===== config.mk =====
export PLATFORM = sky130hd
export DESIGN_NAME = fb_glyph_blitter
export DESIGN_NICKNAME = d
export VERILOG_FILES = /design/src/rtl/fb_glyph_blitter.sv
export SDC_FILE = /design/constraint.sdc
export NUM_CORES = 1
export LEC_CHECK = 0
export ABC_AREA = 1
export CORE_ASPECT_RATIO = 0.7
export CORE_MARGIN = 5
export CORE_UTILIZATION = 45
export CTS_BUF_LIST = sky130_fd_sc_hd__clkbuf_4
export DETAILED_ROUTE_END_ITERATION = 12
export DONT_BUFFER_PORTS = 1
export GPL_ROUTABILITY_DRIVEN = 0
export PLACE_DENSITY_LB_ADDON = 0.3
export SETUP_SLACK_MARGIN = 0.1
export SLEW_MARGIN = 5
export SYNTH_ARGS = -nofsm -noshare
export SYNTH_HDL_FRONTEND = slang
export SYNTH_SLANG_ARGS = --single-unit

===== constraint.sdc =====
create_clock -name clk -period 1.8 [get_ports clk]
set_input_delay 0.09 -clock clk [delete_from_list [all_inputs] [get_ports clk]]
set_output_delay 0.09 -clock clk [all_outputs]
set_load 0.005 [all_outputs]

===== src/rtl/fb_glyph_blitter.sv =====
// Dirty-tracked glyph scheduler: redraws changed character cells by streaming
// font-ROM rows into the framebuffer write port under a grant handshake.
module fb_glyph_blitter #(
  parameter int NUM_DIGITS = 4,
  parameter int CODE_W     = 7,
  parameter int GLYPH_ROWS = 16,
  parameter int FB_STRIDE  = 40,
  parameter int CELL_PITCH = 2,
  parameter int ADDR_W     = 32
) (
  input  logic                         clk,
  input  logic                         rst,
  input  logic [NUM_DIGITS*CODE_W-1:0] digit_code,
  input  logic                         refresh_req,
  output logic [ADDR_W-1:0]            font_addr,
  input  logic [7:0]                   font_data,
  output logic                         fb_we,
  output logic [ADDR_W-1:0]            fb_waddr,
  output logic [7:0]                   fb_wdata,
  input  logic                         fb_grant,
  output logic                         busy,
  output logic                         frame_done
);

  localparam int ROW_W = (GLYPH_ROWS > 1) ? $clog2(GLYPH_ROWS) : 1;
  localparam int DIG_W = (NUM_DIGITS > 1) ? $clog2(NUM_DIGITS) : 1;
  localparam logic [ROW_W-1:0] LAST_ROW = ROW_W'(GLYPH_ROWS - 1);

  typedef enum logic [1:0] {IDLE, ISSUE, FETCH, WRITE} state_t;

  state_t                state, state_n;
  logic [NUM_DIGITS-1:0] dirty, dirty_n, dirty_clr;
  logic [CODE_W-1:0]     code   [NUM_DIGITS];
  logic [CODE_W-1:0]     last   [NUM_DIGITS];
  logic [CODE_W-1:0]     last_n [NUM_DIGITS];
  logic [CODE_W-1:0]     cur_code, cur_code_n;
  logic [DIG_W-1:0]      cur_digit, cur_digit_n, pick;
  logic                  pick_valid;
  logic [ROW_W-1:0]      row, row_n, next_row;
  logic [ADDR_W-1:0]     font_addr_n, fb_waddr_n, font_base;
  logic [7:0]            fb_wdata_n;
  logic                  fb_we_n, frame_done_n, last_done;

  always_comb begin
    for (int unsigned d = 0; d < NUM_DIGITS; d++)
      code[d] = digit_code[d*CODE_W +: CODE_W];
  end

  always_comb begin
    pick       = '0;
    pick_valid = 1'b0;
    for (int unsigned d = 0; d < NUM_DIGITS; d++) begin
      if (dirty[d] && !pick_valid) begin
        pick       = DIG_W'(d);
        pick_valid = 1'b1;
      end
    end
  end

  assign font_base = ADDR_W'(cur_code) * ADDR_W'(GLYPH_ROWS);
  assign next_row  = row + 1'b1;
  assign busy      = (state != IDLE);

  always_comb begin
    state_n      = state;
    row_n        = row;
    cur_digit_n  = cur_digit;
    cur_code_n   = cur_code;
    font_addr_n  = font_addr;
    fb_waddr_n   = fb_waddr;
    fb_wdata_n   = fb_wdata;
    fb_we_n      = fb_we;
    dirty_clr    = '0;
    last_done    = 1'b0;
    frame_done_n = 1'b0;
    for (int unsigned d = 0; d < NUM_DIGITS; d++)
      last_n[d] = last[d];

    // font_addr is loaded on entry to ISSUE so the synchronous ROM samples it
    // at the end of ISSUE and its data is ready to register during FETCH.
    case (state)
      IDLE: begin
        if (pick_valid) begin
          cur_digit_n     = pick;
          cur_code_n      = code[pick];
          last_n[pick]    = code[pick];
          dirty_clr[pick] = 1'b1;
          row_n           = '0;
          font_addr_n     = ADDR_W'(code[pick]) * ADDR_W'(GLYPH_ROWS);
          state_n         = ISSUE;
        end
      end
      ISSUE: state_n = FETCH;
      FETCH: begin
        fb_wdata_n = font_data;
        fb_waddr_n = ADDR_W'(cur_digit) * ADDR_W'(CELL_PITCH)
                   + ADDR_W'(row) * ADDR_W'(FB_STRIDE);
        fb_we_n    = 1'b1;
        state_n    = WRITE;
      end
      WRITE: begin
        if (fb_grant) begin
          fb_we_n = 1'b0;
          if (row == LAST_ROW) begin
            last_done = 1'b1;
            state_n   = IDLE;
          end else begin
            row_n       = next_row;
            font_addr_n = font_base + ADDR_W'(next_row);
            state_n     = ISSUE;
          end
        end
      end
      default: state_n = IDLE;
    endcase

    // Mismatch is taken against the post-latch value so the picked digit's own
    // change is consumed, while a refresh in the same cycle keeps it dirty.
    for (int unsigned d = 0; d < NUM_DIGITS; d++)
      dirty_n[d] = (dirty[d] & ~dirty_clr[d]) | refresh_req | (code[d] != last_n[d]);

    frame_done_n = last_done && (dirty_n == '0);
  end

  always_ff @(posedge clk or posedge rst) begin
    if (rst) state <= IDLE;
    else     state <= state_n;
  end

  always_ff @(posedge clk or posedge rst) begin
    if (rst) begin
      dirty      <= '1;
      cur_code   <= '0;
      cur_digit  <= '0;
      row        <= '0;
      font_addr  <= '0;
      fb_we      <= 1'b0;
      fb_waddr   <= '0;
      fb_wdata   <= '0;
      frame_done <= 1'b0;
      for (int unsigned d = 0; d < NUM_DIGITS; d++)
        last[d] <= '1;
    end else begin
      dirty      <= dirty_n;
      cur_code   <= cur_code_n;
      cur_digit  <= cur_digit_n;
      row        <= row_n;
      font_addr  <= font_addr_n;
      fb_we      <= fb_we_n;
      fb_waddr   <= fb_waddr_n;
      fb_wdata   <= fb_wdata_n;
      frame_done <= frame_done_n;
      for (int unsigned d = 0; d < NUM_DIGITS; d++)
        last[d] <= last_n[d];
    end
  end

endmodule


==> report_table.html, run 1 <==
<table>
<tr><th>Metric</th><th>Value</th></tr>
<tr><th colspan="2">Floorplan</th></tr>
<tr><td>Die boundary width</td><td>130 µm</td></tr>
<tr><td>DIE HEIGHT</td><td>93.7 µm</td></tr>
<tr><td>Die footprint</td><td>roughly 12,000 µm²</td></tr>
<tr><td># IOs</td><td>115</td></tr>
<tr><td>Row count</td><td>30</td></tr>
<tr><td>Effective utilization at floorplan</td><td>a little under half</td></tr>
<tr><td>Core region area</td><td>9720 µm²</td></tr>
<tr><th colspan="2">Yosys</th></tr>
<tr><td>Count of yosys warnings during synthesis</td><td>0</td></tr>
<tr><td>Top area cells in the synthesized netlist</td><td>sky130_fd_sc_hd__dfrtp_1, sky130_fd_sc_hd__dfstp_2, sky130_fd_sc_hd__nand2_1</td></tr>
<tr><td>Syn avg cell area</td><td>7.97 µm²</td></tr>
<tr><td>Seq/Total Area, Yosys</td><td>41.5%</td></tr>
<tr><td>Number of synthesized register bits</td><td>between 70 and 80</td></tr>
<tr><td>Number of distinct standard cells referenced by the synthesized netlist</td><td>40</td></tr>
<tr><td>Async set-reset flop share out of synthesis</td><td>100%</td></tr>
<tr><td>Number of flops mapped to enable cells by yosys</td><td>0</td></tr>
<tr><td>Fraction of post-synthesis cell area in the top cell type by area</td><td>22.8%</td></tr>
<tr><td>Gate count after technology mapping</td><td>roughly 570</td></tr>
<tr><td>Area of the mapped netlist</td><td>4500 µm²</td></tr>
<tr><td>Main synth FF type</td><td>sky130_fd_sc_hd__dfrtp_1</td></tr>
<tr><td>Library cell with the largest summed area after synthesis</td><td>sky130_fd_sc_hd__dfrtp_1</td></tr>
<tr><th colspan="2">STA</th></tr>
<tr><td>Count of endpoints failing hold in the final timing report</td><td>0</td></tr>
<tr><td>Setup repair after global routing missed its margin</td><td>true</td></tr>
<tr><td>Worst hold slack</td><td>0.0278 ns</td></tr>
<tr><td>Post-route setup slack</td><td>-0.271 ns</td></tr>
<tr><td>Post-layout min period</td><td>approximately 2.1 ns</td></tr>
<tr><td>Period utilization</td><td>115%</td></tr>
<tr><td>Highest achievable clock rate</td><td>483 MHz</td></tr>
<tr><td>Final Max Tran Viols</td><td>0</td></tr>
<tr><td>Clk_skew</td><td>0.0163 ns</td></tr>
<tr><td>Final setup fails</td><td>16</td></tr>
<tr><th colspan="2">Min path</th></tr>
<tr><td>Path class of the lowest-slack min-delay path</td><td>in2reg</td></tr>
<tr><td>HP Start</td><td>digit_code[20]</td></tr>
<tr><td>Endpoint with the worst hold slack</td><td>dirty[2]</td></tr>
<tr><td>Number of instances on the worst hold path</td><td>5</td></tr>
<tr><th colspan="2">Route</th></tr>
<tr><td>Vias after detailed routing</td><td>4,223</td></tr>
<tr><td>Drt first pass iters</td><td>5</td></tr>
<tr><td>Final WL</td><td>between 10,000 and 15,000 µm</td></tr>
<tr><td>Via-to-Cell Ratio</td><td>5.23</td></tr>
<tr><td>Count of antenna-violating nets left after detailed routing</td><td>0</td></tr>
<tr><td>Routed length per instance</td><td>16.7 µm</td></tr>
<tr><td>Remaining DRCs</td><td>0</td></tr>
<tr><td>Detailed Route Iter0 Violations</td><td>319</td></tr>
<tr><th colspan="2">Worst setup path</th></tr>
<tr><td>Critical-path top delay cell</td><td>sky130_fd_sc_hd__dfstp_2</td></tr>
<tr><td>Startpoint Class</td><td>flop</td></tr>
<tr><td>Critical Path Max Stage Delay</td><td>around 0.43 ns</td></tr>
<tr><td>Number of cells traversed by the worst register-to-register path</td><td>13</td></tr>
<tr><td>WS Path Type</td><td>reg2reg</td></tr>
<tr><td>Data arrival time of the critical path</td><td>2.47 ns</td></tr>
<tr><td>Timing startpoint of the critical path</td><td>dirty[1]</td></tr>
<tr><td>Reg2Reg Setup Slack</td><td>-0.27 ns</td></tr>
<tr><td>Type of destination of the critical path</td><td>flop</td></tr>
<tr><td>Largest fanout of any net on the critical path</td><td>9</td></tr>
<tr><td>Launch point of the worst reg-to-reg path</td><td>dirty[1]</td></tr>
<tr><td>Series of cell instances along the critical path</td><td>nor2_4, o21ai_2, buf_12, nand3_1, buf_4, nand3_1, nand3_1, nand2_1, nor2_1, nand2_1, nor2_2, nand3_2, nor2_1</td></tr>
<tr><td>Most used cell, CP</td><td>sky130_fd_sc_hd__nand3_1</td></tr>
<tr><td>Required time of the critical path</td><td>2.20 ns</td></tr>
<tr><td>Worst R2R End</td><td>frame_done</td></tr>
<tr><th colspan="2">Clock tree</th></tr>
<tr><td>Clk_lat worst skew</td><td>roughly 0.46 ns</td></tr>
<tr><td>Clock tree from TritonCTS</td><td>built</td></tr>
<tr><td>Clock Tree Root</td><td>sky130_fd_sc_hd__clkbuf_4</td></tr>
<tr><td>H-tree depth</td><td>3</td></tr>
<tr><td>Longest Clk Path Bufs</td><td>2</td></tr>
<tr><td>Clock slew seen by the registers of the worst setup and hold paths</td><td>0.13 ns</td></tr>
<tr><td>Number of clock sinks</td><td>73</td></tr>
<tr><td>Number of buffers inserted during clock tree synthesis</td><td>9</td></tr>
<tr><th colspan="2">GRT</th></tr>
<tr><td>GRT Util Overall</td><td>21.3%</td></tr>
<tr><td>Largest net degree at the start of global routing</td><td>55</td></tr>
<tr><td>Global route overflow</td><td>0</td></tr>
<tr><td>Wire length of the first global-routing pass</td><td>20,100 µm</td></tr>
<tr><td>Number of antenna violations at the first check in global routing</td><td>0</td></tr>
<tr><td>Vias in the first global route</td><td>~4,000</td></tr>
<tr><th colspan="2">Cells and area</th></tr>
<tr><td>Diode insertion count for antenna repair</td><td>0</td></tr>
<tr><td>Final core area utilization</td><td>60.9%</td></tr>
<tr><td>Leading cell types in the layout, fill and taps excluded</td><td>sky130_fd_sc_hd__nand2_1, sky130_fd_sc_hd__buf_4, sky130_fd_sc_hd__inv_1</td></tr>
<tr><td>Most common library cell in the layout ignoring fill and taps</td><td>sky130_fd_sc_hd__nand2_1</td></tr>
<tr><td>Fraction of layout instances using a drive strength above 1</td><td>32.9%</td></tr>
<tr><td>Final Net Count</td><td>between 700 and 800</td></tr>
<tr><td>Area growth from synthesis to final layout</td><td>31.5%</td></tr>
<tr><th colspan="2">Placed design</th></tr>
<tr><td>DP Wirelength</td><td>9240 µm</td></tr>
<tr><td># port buffers</td><td>0</td></tr>
<tr><th colspan="2">Power</th></tr>
<tr><td>Post-route total power</td><td>7.37 mW</td></tr>
<tr><td>Leak Pwr</td><td>2.91 nW</td></tr>
<tr><td>P per Cell Area</td><td>1250 nW/µm²</td></tr>
<tr><td>Worst voltage drop across the vdd grid</td><td>0.611 mV</td></tr>
<tr><th colspan="2">Flow run</th></tr>
<tr><td>Reported max-cap violation count</td><td>0</td></tr>
<tr><th colspan="2">Status</th></tr>
<tr><td>Failing checks</td><td>negative setup slack</td></tr>
<tr><td>Status</td><td>finished with violations</td></tr>
</table>
==> synthesized netlist by cell type, types with 7 or more instances <==
cell type,instances
sky130_fd_sc_hd__dfstp_2,32
sky130_fd_sc_hd__dfrtp_1,41
sky130_fd_sc_hd__ha_1,9
sky130_fd_sc_hd__a211o_1,11
sky130_fd_sc_hd__buf_4,49
sky130_fd_sc_hd__clkbuf_1,11
sky130_fd_sc_hd__a21oi_1,18
sky130_fd_sc_hd__nand2_2,7
sky130_fd_sc_hd__o211ai_1,28
sky130_fd_sc_hd__nand3_1,38
sky130_fd_sc_hd__nand2_1,135
sky130_fd_sc_hd__o21ai_0,40
sky130_fd_sc_hd__inv_1,60
sky130_fd_sc_hd__nor2_1,27
==> critical path: cells and delay by family, from the launching register on <==
family	cells	cell delay [ns]
simple gates	10	1.15
buf+inv	2	0.30
compound gates	1	0.15
flops	1	0.43
==> routing by layer <==
metal	GRT usage, %	wire length (µm)	up-vias
met3	7.50	1350	29
met4	7.44	261	0
met2	31.3	6030	200
li1	-	-	1985
met5	0	0	-
met1	29.0	5810	2009
==> kinds of logic after synthesis <==
family,count (synthesis),synth area share (%)
simple gates,234,23.4
other cells,1,0.0833
xor+xnor,1,0.195
buf+inv,131,15.4
compound gates,114,16.3
mux,1,0.222
fa+ha+maj,10,2.95
flops,73,41.5
==> area by class of cell <==
class                           instances  area (µm²)
Clock buffer                            9        67.6
Clock inverter                          7        92.6
Fill cell                             808        3800
Inverter                               65         262
Multi-Input combinational cell        404        2360
Sequential cell                        73        1870
Tap cell                              128         160
Timing Repair Buffer                  121        1100
Timing Repair inverter                  1        7.51
==> registers in the layout, summed over array words and instances (netlist names) <==
register and cells:
cur_code 7, cur_digit 2, dirty 4, fb_waddr 9
fb_wdata 8, fb_we 1, font_addr 8, frame_done 1
last 28, row 3, state 2
==> report_power, final <==
group | switching [mW] | total [mW] | internal, mW
Combinational | 1.94 | 3.57 | 1.63
Clock | 0.636 | 1.20 | 0.560
Sequential | 0.364 | 2.61 | 2.25
Total | 2.94 | 7.37 | 4.43
==> what timing repair did <==
item                                   in CTS  in global routing
cloned                                      2                  0
endpoints found under the hold margin      77                  2
pin swaps                                  13                 29
hold buffers                               31                  1
setup endpoints to repair                  27                 41
gates resized for setup                    33                 57
buffers inserted                            9                 14
==> through the flow <==
step | setup slack [ns] | instance area (µm²) | std cells | TNS [ns]
after floorplan | -0.0492 | 4730 | 608 | -0.0492
after global placement | -0.225 | 4960 | 737 | -0.412
after detailed placement | -0.251 | 4960 | 737 | -0.617
after CTS | -0.162 | 5610 | 794 | -0.277
after global routing | -0.374 | 5920 | 808 | -2.89
final | -0.271 | 5920 | 808 | -1.40
==> worst max-delay path by stage <==
stage,end,slack [ns],cells past startpoint
2_1_floorplan,frame_done,-0.05,11
3_3_place_gp,frame_done,-0.23,14
3_5_place_dp,frame_done,-0.25,13
4_1_cts,frame_done,-0.16,15
5_1_grt,frame_done,-0.37,15
6_report,frame_done,-0.27,13
No activity file was read; power rests on OpenSTA's default activity.
==> inputs of run 2 (changes only) <==
Settings changed: REMOVE_ABC_BUFFERS set to 1.
==> run 2 against run 1 <==
Net effect: the flow still finishes with violations (negative setup slack); register-to-register slack got worse by 0.02 ns; total power fell by 0.97%; via count is 2.6% higher; die area stayed put; routed wire length grew 4.1%; final area grew 2.2%; count of clock-buffer cells in the layout increased by 2; largest cell class unchanged; hold slack better by 0.020 ns; largest power group unchanged; cell count rose by 0.25%; sequential share of layout area decreased by 0.67 points.
==> report_table.html, run 2 (synthesized netlist as in run 1, its figures left out) <==
<table>
<tr><th>Metric</th><th>Value</th></tr>
<tr><th colspan="2">Cells and area</th></tr>
<tr><td>Most common library cell in the layout ignoring fill and taps</td><td>sky130_fd_sc_hd__nand2_1</td></tr>
<tr><td>Storage element area</td><td>1870 µm²</td></tr>
<tr><td>Post-route insts no fill</td><td>810</td></tr>
<tr><td>Final Net Count</td><td>726</td></tr>
<tr><td>Leading cell types in the layout, fill and taps excluded</td><td>sky130_fd_sc_hd__nand2_1, sky130_fd_sc_hd__buf_4, sky130_fd_sc_hd__inv_1</td></tr>
<tr><td>Final core area utilization</td><td>62.2%</td></tr>
<tr><td>Fraction of layout instances using a drive strength above 1</td><td>between 30% and 40%</td></tr>
<tr><td>Register name with the most flops</td><td>last</td></tr>
<tr><td>Area growth from synthesis to final layout</td><td>34.3%</td></tr>
<tr><td>Max FFs per register</td><td>28</td></tr>
<tr><td>Largest registers</td><td>last x28, fb_waddr x9</td></tr>
<tr><td>Fill cell instance count of the final layout</td><td>752</td></tr>
<tr><td>Combined area of the multi-input logic cells</td><td>2530 µm²</td></tr>
<tr><th colspan="2">Placed design</th></tr>
<tr><td>DP Wirelength</td><td>9410 µm</td></tr>
<tr><td>Placed cell count</td><td>744</td></tr>
<tr><td>Worst Setup Slack post-DPL</td><td>-0.276 ns</td></tr>
<tr><td># port buffers</td><td>0</td></tr>
<tr><th colspan="2">Worst setup path</th></tr>
<tr><td>Number of buffer and inverter instances along the worst setup path</td><td>3</td></tr>
<tr><td>Worst path top cell family by delay</td><td>simple AND/OR/NAND/NOR gates</td></tr>
<tr><td>Startpoint Class</td><td>flop</td></tr>
<tr><td>Launch point of the worst reg-to-reg path</td><td>dirty[1]</td></tr>
<tr><td>Series of cell instances along the critical path</td><td>nor2_4, buf_6, buf_6, nand2_8, o211ai_1, inv_1, nor4_4, nand3_2, nor2_2</td></tr>
<tr><td>Largest fanout of any net on the critical path</td><td>8</td></tr>
<tr><td>Data arrival time of the critical path</td><td>roughly 2.5 ns</td></tr>
<tr><td>Critical-path top delay cell</td><td>sky130_fd_sc_hd__dfstp_2</td></tr>
<tr><td>Most used cell, CP</td><td>sky130_fd_sc_hd__buf_6</td></tr>
<tr><td>Type of destination of the critical path</td><td>flop</td></tr>
<tr><td>Required time of the critical path</td><td>2.18 ns</td></tr>
<tr><td>Timing startpoint of the critical path</td><td>dirty[1]</td></tr>
<tr><td>WS Path Type</td><td>reg2reg</td></tr>
<tr><td>Critical Path Max Stage Delay</td><td>0.43 ns</td></tr>
<tr><th colspan="2">STA</th></tr>
<tr><td>Final setup fails</td><td>21</td></tr>
<tr><td>Count of endpoints failing hold in the final timing report</td><td>0</td></tr>
<tr><td>Post-route setup slack</td><td>-0.286 ns</td></tr>
<tr><td>Setup repair after global routing missed its margin</td><td>true</td></tr>
<tr><td>Accumulated negative setup slack</td><td>-2.14 ns</td></tr>
<tr><td>Post-layout min period</td><td>2.09 ns</td></tr>
<tr><td>Final Max Tran Viols</td><td>0</td></tr>
<tr><td>Highest achievable clock rate</td><td>479 MHz</td></tr>
<tr><td>Period utilization</td><td>116%</td></tr>
<tr><td>Clk_skew</td><td>0.0154 ns</td></tr>
<tr><th colspan="2">Route</th></tr>
<tr><td>Routed length per instance</td><td>17.3 µm</td></tr>
<tr><td>Vias after detailed routing</td><td>4,331</td></tr>
<tr><td>Final WL</td><td>14,000 µm</td></tr>
<tr><td>Remaining DRCs</td><td>0</td></tr>
<tr><td>Drt first pass iters</td><td>7</td></tr>
<tr><td>Via-to-Cell Ratio</td><td>about 5.3</td></tr>
<tr><td>Count of antenna-violating nets left after detailed routing</td><td>0</td></tr>
<tr><td>Detailed Route Iter0 Violations</td><td>414</td></tr>
<tr><th colspan="2">Floorplan</th></tr>
<tr><td>DIE HEIGHT</td><td>about 94 µm</td></tr>
<tr><td>Die boundary width</td><td>between 100 and 150 µm</td></tr>
<tr><td>Die footprint</td><td>12,100 µm²</td></tr>
<tr><td>Row count</td><td>30</td></tr>
<tr><td># IOs</td><td>approximately 120</td></tr>
<tr><td>Effective utilization at floorplan</td><td>between 40 and 50%</td></tr>
<tr><td>Core region area</td><td>9720 µm²</td></tr>
<tr><th colspan="2">Min path</th></tr>
<tr><td>HP Start</td><td>digit_code[23]</td></tr>
<tr><td>Path class of the lowest-slack min-delay path</td><td>in2reg</td></tr>
<tr><th colspan="2">GRT</th></tr>
<tr><td>Vias in the first global route</td><td>4,054</td></tr>
<tr><td>GRT Util Overall</td><td>around 22%</td></tr>
<tr><td>Wire length of the first global-routing pass</td><td>21,200 µm</td></tr>
<tr><td>M2 GR Usage</td><td>33.2%</td></tr>
<tr><td>Global Route met1 Usage</td><td>30.5%</td></tr>
<tr><td>Largest net degree at the start of global routing</td><td>74</td></tr>
<tr><td>Met3 Resource Use GR</td><td>5.85%</td></tr>
<tr><td>GRT busiest layer</td><td>met2</td></tr>
<tr><td>Global route overflow</td><td>0</td></tr>
<tr><td>Number of antenna violations at the first check in global routing</td><td>1</td></tr>
<tr><th colspan="2">Power</th></tr>
<tr><td>Leak Pwr</td><td>~3.0 nW</td></tr>
<tr><td>P per Cell Area</td><td>approximately 1200 nW/µm²</td></tr>
<tr><td>Worst voltage drop across the vdd grid</td><td>0.584 mV</td></tr>
<tr><th colspan="2">Clock tree</th></tr>
<tr><td>Number of buffers inserted during clock tree synthesis</td><td>9</td></tr>
<tr><td>Clock Tree Root</td><td>sky130_fd_sc_hd__clkbuf_4</td></tr>
<tr><td>Clock slew seen by the registers of the worst setup and hold paths</td><td>0.13 ns</td></tr>
<tr><td>Longest Clk Path Bufs</td><td>2</td></tr>
<tr><td>Clock tree from TritonCTS</td><td>built</td></tr>
<tr><td>Clk_lat worst skew</td><td>~0.43 ns</td></tr>
<tr><td>H-tree depth</td><td>3</td></tr>
<tr><td>Number of clock sinks</td><td>73</td></tr>
<tr><th colspan="2">Status</th></tr>
<tr><td>Failing checks</td><td>negative setup slack</td></tr>
<tr><td>Status</td><td>finished with violations</td></tr>
<tr><th colspan="2">Flow run</th></tr>
<tr><td>Reported max-cap violation count</td><td>0</td></tr>
</table>
==> run 2: changes by cell type in the layout (fill, tap and decap cells not counted), moves of 5 or more <==
cell | before | now
sky130_fd_sc_hd__dlygate4sd3_1 | 32 | 16
sky130_fd_sc_hd__buf_6 | 11 | 26
sky130_fd_sc_hd__nand2_1 | 123 | 109
sky130_fd_sc_hd__nand2_2 | 13 | 27
sky130_fd_sc_hd__o21ai_0 | 22 | 12
sky130_fd_sc_hd__nand3_1 | 34 | 27
sky130_fd_sc_hd__buf_4 | 69 | 75
sky130_fd_sc_hd__o21ai_2 | 5 | 10
==> run 2: worst register-to-register path, cell delays in order (launching register included) <==
cell and delay, ns:
sky130_fd_sc_hd__dfstp_2 0.43, sky130_fd_sc_hd__nor2_4 0.31, sky130_fd_sc_hd__buf_6 0.18, sky130_fd_sc_hd__buf_6 0.13
sky130_fd_sc_hd__nand2_8 0.07, sky130_fd_sc_hd__o211ai_1 0.19, sky130_fd_sc_hd__inv_1 0.10, sky130_fd_sc_hd__nor4_4 0.32
sky130_fd_sc_hd__nand3_2 0.17, sky130_fd_sc_hd__nor2_2 0.15
==> run 2: report_power, final <==
part           leakage, nW  internal (mW)  total (mW)  switching [mW]
clock network       0.0816          0.467        1.10           0.629
registers            0.846           2.25        2.63           0.385
logic                 2.04           1.56        3.57            2.01
total                 2.97           4.28        7.30            3.02
==> run 2: cell type report <==
class	instances	share of cell area (%)
multi-input cells	406	41.9
flip-flops and latches	73	30.9
repair buffers	120	17.7
inverters	65	4.22
well taps	128	2.65
clock buffers	11	1.37
clock inverters	5	1.08
repair inverters	1	0.124
diodes	1	0.0414
==> run 2: path summary, 6_finish.rpt <==
kind | end | slack [ns] | depth (start not counted)
max | frame_done | -0.29 | 9
min | last[9] | 0.05 | 4
max reg2reg | frame_done | -0.29 | 9
min reg2reg | last[20] | 0.48 | 2
max in group asynchronous | last[10] | 1.25 | 3
min in group asynchronous | frame_done | 0.18 | 3
==> run 2: layer usage <==
metal,routed length [µm],part of all wire [%]
met1,5780,41
met2,6360,45
met3,1360,9.7
met4,509,3.6
met5,0,0
==> run 2: timing repair <==
| item | 4_1_cts | 5_1_grt |
|---|---|---|
| buffers inserted | 20 | 15 |
| cloned | 2 | 2 |
| setup endpoints to repair | 27 | 37 |
| hold buffers | 16 | 0 |
| endpoints found under the hold margin | 85 | 0 |
| pin swaps | 29 | 25 |
| gates resized for setup | 88 | 80 |
==> run 2: metrics by stage <==
step | cell area (µm²) | hold WS, ns | power [mW]
4_1_cts | 5730 | 0.00295 | 6.89
6_report | 6050 | 0.0474 | 7.30
3_3_place_gp | 4950 | 0.0914 | 5.20
5_1_grt | 6050 | 0.0320 | 7.82
2_1_floorplan | 4210 | 0.202 | 4.18
3_5_place_dp | 4950 | 0.0954 | 5.30
==> inputs of run 3 (changes only) <==
Settings changed: TNS_END_PERCENT set to 1.
==> run 3 against run 2 <==
Net effect: highest routed layer unchanged; utilization fell by 1.6 points; sequential power barely moved; the run ends with negative hold slack, negative setup slack left; total power fell by 3.8%; routed wire length fell by 3.9%; via count fell by 2.8%.
==> report_table.html, run 3 (synthesized netlist as in run 1, its figures left out) <==
<table>
<tr><th>Metric</th><th>Value</th></tr>
<tr><th colspan="2">Worst setup path</th></tr>
<tr><td>Timing startpoint of the critical path</td><td>dirty[1]</td></tr>
<tr><td>Most used cell, CP</td><td>sky130_fd_sc_hd__nand2_1</td></tr>
<tr><td>Critical Path Max Stage Delay</td><td>about 0.65 ns</td></tr>
<tr><td>Number of cells traversed by the worst register-to-register path</td><td>15</td></tr>
<tr><td>Data arrival time of the critical path</td><td>around 2.5 ns</td></tr>
<tr><td>Type of destination of the critical path</td><td>flop</td></tr>
<tr><td>Startpoint Class</td><td>flop</td></tr>
<tr><td>Series of cell instances along the critical path</td><td>inv_2, nor2_4, buf_6, nand2_1, nand2_1, nor2_4, nand3_2, nand2_2, nand2_1, nand2_1, nor2_1, nand2_1, nor2_2, nand3_1, nor2_1</td></tr>
<tr><td>Required time of the critical path</td><td>2.16 ns</td></tr>
<tr><td>Critical-path top delay cell</td><td>sky130_fd_sc_hd__dfstp_2</td></tr>
<tr><td>WS Path Type</td><td>reg2reg</td></tr>
<tr><td>Reg2Reg Setup Slack</td><td>-0.30 ns</td></tr>
<tr><td>Launch point of the worst reg-to-reg path</td><td>dirty[1]</td></tr>
<tr><td>Largest fanout of any net on the critical path</td><td>5</td></tr>
<tr><td>Worst R2R End</td><td>frame_done</td></tr>
<tr><th colspan="2">Min path</th></tr>
<tr><td>Path class of the lowest-slack min-delay path</td><td>in2reg</td></tr>
<tr><td>Number of instances on the worst hold path</td><td>4</td></tr>
<tr><td>Endpoint with the worst hold slack</td><td>dirty[2]</td></tr>
<tr><td>HP Start</td><td>digit_code[15]</td></tr>
<tr><th colspan="2">Placed design</th></tr>
<tr><td># port buffers</td><td>0</td></tr>
<tr><td>Worst Setup Slack post-DPL</td><td>-0.276 ns</td></tr>
<tr><td>Placed cell count</td><td>744</td></tr>
<tr><td>DP Wirelength</td><td>9410 µm</td></tr>
<tr><th colspan="2">GRT</th></tr>
<tr><td>Largest net degree at the start of global routing</td><td>74</td></tr>
<tr><td>Vias in the first global route</td><td>4,046</td></tr>
<tr><td>Wire length of the first global-routing pass</td><td>21,100 µm</td></tr>
<tr><td>Global route overflow</td><td>0</td></tr>
<tr><td>Number of antenna violations at the first check in global routing</td><td>1</td></tr>
<tr><td>GRT Util Overall</td><td>22.0%</td></tr>
<tr><th colspan="2">Clock tree</th></tr>
<tr><td>H-tree depth</td><td>3</td></tr>
<tr><td>Clock Tree Root</td><td>sky130_fd_sc_hd__clkbuf_4</td></tr>
<tr><td>Longest Clk Path Bufs</td><td>2</td></tr>
<tr><td>Number of clock sinks</td><td>73</td></tr>
<tr><td>Clock tree from TritonCTS</td><td>built</td></tr>
<tr><td>Number of buffers inserted during clock tree synthesis</td><td>9</td></tr>
<tr><td>Clock slew seen by the registers of the worst setup and hold paths</td><td>0.13 ns</td></tr>
<tr><td>Clk_lat worst skew</td><td>0.42 ns</td></tr>
<tr><th colspan="2">Route</th></tr>
<tr><td>Remaining DRCs</td><td>0</td></tr>
<tr><td>Vias after detailed routing</td><td>roughly 4,200</td></tr>
<tr><td>Routed length per instance</td><td>~17 µm</td></tr>
<tr><td>Final WL</td><td>13,500 µm</td></tr>
<tr><td>Via-to-Cell Ratio</td><td>5.27</td></tr>
<tr><td>Drt first pass iters</td><td>5</td></tr>
<tr><td>Detailed Route Iter0 Violations</td><td>445</td></tr>
<tr><td>Count of antenna-violating nets left after detailed routing</td><td>0</td></tr>
<tr><th colspan="2">STA</th></tr>
<tr><td>Worst hold slack</td><td>-0.00360 ns</td></tr>
<tr><td>Setup repair after global routing missed its margin</td><td>true</td></tr>
<tr><td>Highest achievable clock rate</td><td>475 MHz</td></tr>
<tr><td>Post-layout min period</td><td>2.10 ns</td></tr>
<tr><td>Final Max Tran Viols</td><td>0</td></tr>
<tr><td>Count of endpoints failing hold in the final timing report</td><td>1</td></tr>
<tr><td>Final setup fails</td><td>19</td></tr>
<tr><td>Clk_skew</td><td>0.0165 ns</td></tr>
<tr><td>Period utilization</td><td>117%</td></tr>
<tr><td>Post-route setup slack</td><td>-0.305 ns</td></tr>
<tr><td>Accumulated negative setup slack</td><td>-2.64 ns</td></tr>
<tr><th colspan="2">Cells and area</th></tr>
<tr><td>Combined area of the multi-input logic cells</td><td>~2500 µm²</td></tr>
<tr><td>Most common library cell in the layout ignoring fill and taps</td><td>sky130_fd_sc_hd__nand2_1</td></tr>
<tr><td>Post-route insts no fill</td><td>799</td></tr>
<tr><td>Leading cell types in the layout, fill and taps excluded</td><td>sky130_fd_sc_hd__nand2_1, sky130_fd_sc_hd__buf_4, sky130_fd_sc_hd__inv_1</td></tr>
<tr><td>Register name with the most flops</td><td>last</td></tr>
<tr><td>Fraction of layout instances using a drive strength above 1</td><td>36.1%</td></tr>
<tr><td>Final Net Count</td><td>approximately 720</td></tr>
<tr><td>Storage element area</td><td>1870 µm²</td></tr>
<tr><td>Area growth from synthesis to final layout</td><td>30.8%</td></tr>
<tr><td>Fill cell instance count of the final layout</td><td>791</td></tr>
<tr><td>Largest registers</td><td>last x28, fb_waddr x9</td></tr>
<tr><td>Max FFs per register</td><td>28</td></tr>
<tr><th colspan="2">Status</th></tr>
<tr><td>Failing checks</td><td>negative hold slack, negative setup slack</td></tr>
<tr><td>Status</td><td>finished with violations</td></tr>
<tr><th colspan="2">Power</th></tr>
<tr><td>Leak Pwr</td><td>2.92 nW</td></tr>
<tr><td>Worst voltage drop across the vdd grid</td><td>0.573 mV</td></tr>
<tr><td>Post-route total power</td><td>7.02 mW</td></tr>
<tr><td>P per Cell Area</td><td>between 1000 and 1500 nW/µm²</td></tr>
<tr><th colspan="2">Floorplan</th></tr>
<tr><td># IOs</td><td>115</td></tr>
<tr><td>Row count</td><td>30</td></tr>
<tr><td>DIE HEIGHT</td><td>93.7 µm</td></tr>
<tr><td>Die boundary width</td><td>130 µm</td></tr>
<tr><td>Effective utilization at floorplan</td><td>a little under half</td></tr>
<tr><td>Core region area</td><td>slightly below 10,000 µm²</td></tr>
<tr><td>Die footprint</td><td>about 12,000 µm²</td></tr>
<tr><th colspan="2">Flow run</th></tr>
<tr><td>Reported max-cap violation count</td><td>0</td></tr>
</table>
[run 3: critical path: cells and delay by family, from the launching register on]
family,cells,cell delay (ns)
and+or+nand+nor,13,1.17
buffers and inverters,2,0.21
DFF,1,0.65
[run 3: area by class of cell]
| cell class | instances | share of cell area [%] |
|---|---|---|
| antenna | 1 | 0.0425 |
| clock buffer | 11 | 1.40 |
| clock inverter | 5 | 1.11 |
| inverter | 65 | 4.25 |
| multi-input combinational | 405 | 42.3 |
| sequential | 73 | 31.7 |
| tap | 128 | 2.72 |
| timing repair buffer | 110 | 16.3 |
| timing repair inverter | 1 | 0.128 |
[run 3: per-layer routing]
layer	track usage, %	up-vias	wire (µm)
li1	-	1976	-
met1	30.2	1975	5720
met2	33.2	220	6120
met3	5.97	39	1240
met4	8.30	0	383
met5	0	-	0
[run 3: stage by stage]
step | cell area (µm²) | hold slack, ns | util [%]
final | 5890 | -0.00360 | 60.6
after CTS | 5630 | -0.0541 | 57.9
after detailed placement | 4950 | 0.0954 | 51.0
after global routing | 5890 | 0.0236 | 60.6
after floorplan | 4210 | 0.202 | -
after global placement | 4950 | 0.0914 | 51.0
[run 3: timing repair]
action / in CTS / in global routing
hold endpoints to repair: 86 / 1
gates resized for setup: 70 / 64
pin swaps: 28 / 23
setup endpoints to repair: 27 / 43
buffers inserted: 14 / 6
hold buffers: 15 / 1
cloned: 2 / 0
[run 3: how the worst max path moves through the flow]
stage | slack (ns) | cells past startpoint | end
2_1_floorplan | -0.74 | 8 | frame_done
3_3_place_gp | -0.17 | 9 | frame_done
3_5_place_dp | -0.28 | 15 | frame_done
4_1_cts | -0.14 | 15 | frame_done
5_1_grt | -0.43 | 15 | frame_done
6_report | -0.30 | 15 | frame_done
[run 3: where the power goes]
group          switching [mW]  internal [mW]
logic                    1.88           1.44
registers               0.369           2.25
clock network           0.618          0.467
total                    2.86           4.15
